[config.mk]
export PLATFORM = sky130hd
export DESIGN_NAME = ipml_reg_fifo_downsizer_flat
export DESIGN_NICKNAME = d
export VERILOG_FILES = /design/src/rtl/ipml_reg_fifo_downsizer_if.sv /design/src/rtl/ipml_reg_fifo_downsizer.sv /design/src/flat_wrapper.sv
export SDC_FILE = /design/constraint.sdc
export NUM_CORES = 1
export LEC_CHECK = 0
export CORE_MARGIN = 3
export CORE_UTILIZATION = 45
export CTS_BUF_LIST = sky130_fd_sc_hd__clkbuf_8
export CTS_CLUSTER_SIZE = 28
export DETAILED_ROUTE_END_ITERATION = 12
export GPL_ROUTABILITY_DRIVEN = 0
export PLACE_DENSITY = 0.8
export SYNTH_ARGS = -nofsm -noshare
export SYNTH_HDL_FRONTEND = slang
export SYNTH_SLANG_ARGS = --single-unit
[constraint.sdc]
create_clock -name clk -period 1.6 [get_ports clk]
set_input_delay 0.4 -clock clk [delete_from_list [all_inputs] [get_ports clk]]
set_output_delay 0.4 -clock clk [all_outputs]
set_load 0.02 [all_outputs]
[src/rtl/ipml_reg_fifo_downsizer_if.sv]
// Handshake bundle for ipml_reg_fifo_downsizer: a wide producer side and a narrow consumer side.
// data_out_last exists only when IPML_DOWNSIZER_LAST_EN is defined.
interface ipml_reg_fifo_downsizer_if #(
    parameter int W_OUT = 8,
    parameter int RATIO = 4
);
    logic                     data_in_valid;
    logic [W_OUT*RATIO-1:0]   data_in;
    logic                     data_in_ready;
    logic                     data_out_ready;
    logic [W_OUT-1:0]         data_out;
    logic                     data_out_valid;
`ifdef IPML_DOWNSIZER_LAST_EN
    logic                     data_out_last;
`endif

    modport slave (
        input  data_in_valid,
        input  data_in,
        input  data_out_ready,
        output data_in_ready,
        output data_out,
        output data_out_valid
`ifdef IPML_DOWNSIZER_LAST_EN
        , output data_out_last
`endif
    );

    modport master (
        output data_in_valid,
        output data_in,
        output data_out_ready,
        input  data_in_ready,
        input  data_out,
        input  data_out_valid
`ifdef IPML_DOWNSIZER_LAST_EN
        , input  data_out_last
`endif
    );
endinterface

[src/rtl/ipml_reg_fifo_downsizer.sv]
// Width downsizer: takes one W_OUT*RATIO word and emits RATIO W_OUT beats, LSB slice first.
// Optional word delimiter data_out_last is enabled by defining IPML_DOWNSIZER_LAST_EN.
module ipml_reg_fifo_downsizer #(
    parameter int W_OUT = 8,
    parameter int RATIO = 4
) (
    input  logic                           clk,
    input  logic                           rst_n,
    ipml_reg_fifo_downsizer_if.slave       bus
);
    localparam int CW = (RATIO > 2) ? $clog2(RATIO) : 1;
    localparam logic [CW-1:0] CNT_LAST = CW'(RATIO - 1);

    typedef enum logic {
        ST_EMPTY = 1'b0,
        ST_BUSY  = 1'b1
    } state_t;

    state_t                   state_q, state_d;
    logic [CW-1:0]            cnt_q, cnt_d;
    logic [W_OUT*RATIO-1:0]   hold_q, hold_d;
    logic                     full_s;
    logic                     last_beat_s;
    logic                     in_ready_s;
    logic                     in_fire_s;
    logic                     out_fire_s;
    logic [W_OUT-1:0]         beat_s;

    assign full_s      = (state_q == ST_BUSY);
    assign last_beat_s = (cnt_q == CNT_LAST);
    // Ready reaches back from the consumer so a new word can land on the last beat's edge.
    assign in_ready_s  = ~full_s | (bus.data_out_ready & last_beat_s);
    assign in_fire_s   = bus.data_in_valid & in_ready_s;
    assign out_fire_s  = full_s & bus.data_out_ready;

    // Select the current beat out of the holding register.
    always_comb begin
        beat_s = {W_OUT{1'b0}};
        for (int i = 0; i < RATIO; i++) begin
            if (cnt_q == CW'(i)) begin
                beat_s = hold_q[i*W_OUT +: W_OUT];
            end else begin
                beat_s = beat_s;
            end
        end
    end

    // Next-state logic for the EMPTY/BUSY machine, beat counter and holding register.
    always_comb begin
        state_d = state_q;
        cnt_d   = cnt_q;
        hold_d  = hold_q;
        case (state_q)
            ST_EMPTY: begin
                if (in_fire_s) begin
                    hold_d  = bus.data_in;
                    cnt_d   = {CW{1'b0}};
                    state_d = ST_BUSY;
                end else begin
                    state_d = ST_EMPTY;
                end
            end
            ST_BUSY: begin
                if (out_fire_s && !last_beat_s) begin
                    cnt_d = cnt_q + {{(CW-1){1'b0}}, 1'b1};
                end else if (out_fire_s && in_fire_s) begin
                    hold_d = bus.data_in;
                    cnt_d  = {CW{1'b0}};
                end else if (out_fire_s) begin
                    // Explicit wrap so non-power-of-two ratios never reach RATIO.
                    cnt_d   = {CW{1'b0}};
                    state_d = ST_EMPTY;
                end else begin
                    state_d = ST_BUSY;
                end
            end
            default: begin
                state_d = ST_EMPTY;
                cnt_d   = {CW{1'b0}};
            end
        endcase
    end

    // State, counter and holding register.
    always_ff @(posedge clk or negedge rst_n) begin
        if (!rst_n) begin
            state_q <= ST_EMPTY;
            cnt_q   <= {CW{1'b0}};
            hold_q  <= {(W_OUT*RATIO){1'b0}};
        end else begin
            state_q <= state_d;
            cnt_q   <= cnt_d;
            hold_q  <= hold_d;
        end
    end

    assign bus.data_in_ready  = in_ready_s;
    assign bus.data_out_valid = full_s;
    assign bus.data_out       = full_s ? beat_s : {W_OUT{1'b0}};
`ifdef IPML_DOWNSIZER_LAST_EN
    assign bus.data_out_last  = full_s & last_beat_s;
`endif

endmodule

[src/flat_wrapper.sv]
// flat-port wrapper written by rule: the top's interface ports become plain ports
module ipml_reg_fifo_downsizer_flat 
#(
    parameter int W_OUT = 8,
    parameter int RATIO = 4
)
  (clk, rst_n, bus_data_in_valid, bus_data_in, bus_data_out_ready, bus_data_in_ready, bus_data_out, bus_data_out_valid);
  ipml_reg_fifo_downsizer_if #(.W_OUT(W_OUT), .RATIO(RATIO)) bus_i ();
  input  logic clk;
  input  logic rst_n;
  input wire logic [$bits(bus_i.data_in_valid)-1:0] bus_data_in_valid;
  input wire logic [$bits(bus_i.data_in)-1:0] bus_data_in;
  input wire logic [$bits(bus_i.data_out_ready)-1:0] bus_data_out_ready;
  output wire logic [$bits(bus_i.data_in_ready)-1:0] bus_data_in_ready;
  output wire logic [$bits(bus_i.data_out)-1:0] bus_data_out;
  output wire logic [$bits(bus_i.data_out_valid)-1:0] bus_data_out_valid;
  assign bus_i.data_in_valid = bus_data_in_valid;
  assign bus_i.data_in = bus_data_in;
  assign bus_i.data_out_ready = bus_data_out_ready;
  assign bus_data_in_ready = bus_i.data_in_ready;
  assign bus_data_out = bus_i.data_out;
  assign bus_data_out_valid = bus_i.data_out_valid;
  ipml_reg_fifo_downsizer #(.W_OUT(W_OUT), .RATIO(RATIO)) u_core (.clk(clk), .rst_n(rst_n), .bus(bus_i));
endmodule
==> results <==
-- repair_timing --
item,in CTS,in global routing
pin swaps,10,7
endpoints found under the hold margin,0,0
setup buffers,9,4
resized for setup,111,10
gates cloned,3,1
setup endpoints to repair,42,41
hold buffers,0,0
-- metrics by stage --
stage	setup TNS (ns)	cells	util, %	cell area (um^2)
2_1_floorplan	-0.865	126	-	1870
5_1_grt	-13.60	259	81.6	3060
4_1_cts	-10.71	256	79.6	2980
3_3_place_gp	-12.72	236	66.9	2500
3_5_place_dp	-13.86	236	66.9	2500
6_report	-11.85	259	81.6	3060
-- synthesized netlist by cell type --
| cell | instances | area share (%) |
|---|---|---|
| buf_1 | 1 | 0.21 |
| and2_1 | 1 | 0.35 |
| clkbuf_1 | 2 | 0.42 |
| a221oi_1 | 8 | 3.9 |
| buf_4 | 1 | 0.42 |
| a32o_1 | 1 | 0.56 |
| mux2_2 | 2 | 1.3 |
| dfrtp_1 | 35 | 49 |
| buf_12 | 3 | 3.4 |
| ha_1 | 4 | 2.8 |
| mux2i_1 | 1 | 0.56 |
| o21ai_0 | 17 | 4.8 |
| nand2_8 | 1 | 1.1 |
| nand2_1 | 10 | 2.1 |
| or2b_1 | 1 | 0.42 |
| clkbuf_2 | 1 | 0.28 |
| mux2_4 | 30 | 25 |
| a21bo_4 | 1 | 0.92 |
| inv_1 | 3 | 0.63 |
| nor2b_1 | 3 | 1.1 |
-- area by class of cell --
cell class | count | share of cell area, %
Sequential cell | 35 | 28.7
Clock inverter | 1 | 0.123
Timing Repair Buffer | 85 | 31.4
Multi-Input combinational cell | 80 | 34.3
Clock buffer | 7 | 3.15
Tap cell | 48 | 1.97
Inverter | 3 | 0.369
-- where the power goes --
part | total [W] | internal, W | switching, W
logic | 0.00398 | 0.00236 | 0.00162
clock network | 0.000720 | 0.000387 | 0.000333
registers | 0.00175 | 0.00133 | 0.000426
total | 0.00645 | 0.00407 | 0.00238
-- per-layer routing --
layer,up-vias,track usage (%)
li1,615,-
met1,689,28.0
met2,45,43.5
met3,8,5.02
met4,0,8.03
met5,-,0
-- registers in the layout (all words and copies together), names as in the netlist --
signal and flops:
u_core.hold_q 32, u_core.cnt_q 2, u_core.bus.data_out_valid 1
-- cell families after synthesis --
| kind of cell | after synthesis | share of synthesized area (%) |
|---|---|---|
| compound gates | 27 | 10.2 |
| flops | 35 | 49.3 |
| buf+inv | 11 | 5.36 |
| fa+ha+maj | 4 | 2.82 |
| simple gates | 16 | 5.07 |
| mux | 33 | 27.2 |
-- path summary, 6_finish.rpt --
kind	start	end	slack, ns	cells past startpoint
worst max register to register	u_core.cnt_q[0]	u_core.hold_q[27]	-0.27	8
worst max-delay path	u_core.cnt_q[0]	bus_data_out[2]	-0.52	8
min in group clk	u_core.hold_q[6]	u_core.hold_q[6]	0.51	1
worst min register to register	u_core.hold_q[6]	u_core.hold_q[6]	0.51	1
max in group asynchronous	rst_n	u_core.cnt_q[0]	0.94	2
worst min-delay path	rst_n	u_core.hold_q[6]	0.46	2
-- critical path, cell delays in order, from the launching register on --
cell	delay [ns]
dfrtp_2	0.44
buf_6	0.14
ha_4	0.17
buf_6	0.12
and2_4	0.14
buf_8	0.14
nand2_2	0.08
o21ai_2	0.06
buf_6	0.14
==> metrics <==
outcome=finished, violations left; violations in the final reports=negative setup slack; register area=877 um^2; Initial DRC Count=79; VDD IR max=1.16 mV; synth warn=0; Worst-Margin Slew=0.279 ns; GRT Total Usage=24.0%; Mapped Cells=126; first-pass GRT wire length=7990 um; initial antenna violation count=0; Cell Rows=22; post-synth net total=166; max-cap violations=0; initial core utilization=47.4%; clk_skew=0.00355 ns; CTS buffer count=5; Max Fanout on Critical Path=5; Clock Sinks=35; register area share after synthesis=49.3%; drt wl/cell=19.8 um; metal3 WL=242 um; fin crit period=2.12 ns; CP Class=reg -> out; post-DP HPWL=2930 um; ant diodes=0; wl on met1=2120 um; layout cells sized above 1=59.7%; grt total ovfl=0; Synth-to-Final Area Change=72.1%; DRT Wirelength=5130 um; setup ws final=-0.519 ns; Synth cell types=20; DRC=0; Buffers on Ports=45; Crit. End Element=primary output; Syn Area/Cell=14.1 um^2; final cycle utilization of the critical path=132%; Seq cells post-synth=35; Setup violations, final=41; largest net degree at the start of global routing=36; synthesized area=1780 um^2; CTS max path bufs=2; Die Wd=68.8 um; vias in the first global route=1524; Worst setup SP type=flop; final hold slack=0.463 ns; routed via count=1357; DRT antenna net count=0; worst slack, placed=-0.976 ns; root buffer cell=clkbuf_8; multi-input logic area=1050 um^2; # IOs=46; Pre-antenna DRT Iters=4; most frequent cells in the layout=clkdlybuf4s50_1, dfrtp_1, mux2_4; Clock Latency Late Sink=0.30 ns; Worst EP arrival=1.72 ns; leak pwr=1.44 nW; Slew Viols, Final=0; achievable clock frequency=0.472 GHz; Slew headroom=81.2%; filler instances=193; RSZ-0062 raised after global routing=yes; CTS tree=yes; Core ar.=3740 um^2; Die Y=68.8 um; Worst-path clk slew=0.07 ns; DIE AREA=4730 um^2; fin nets=250; Total Power=0.00645 W; worst min path class=in -> async; final hold viol count=0; H-tree depth=2; required time worst endpoint=1.20 ns; leading cell type in the layout, fill and taps excluded=clkdlybuf4s50_1; PD cells=2110 nW/um^2; top routing layer in use=met4; Via density=5.24; met2 wire length=2690 um
No activity file was read; power rests on OpenSTA's default activity.
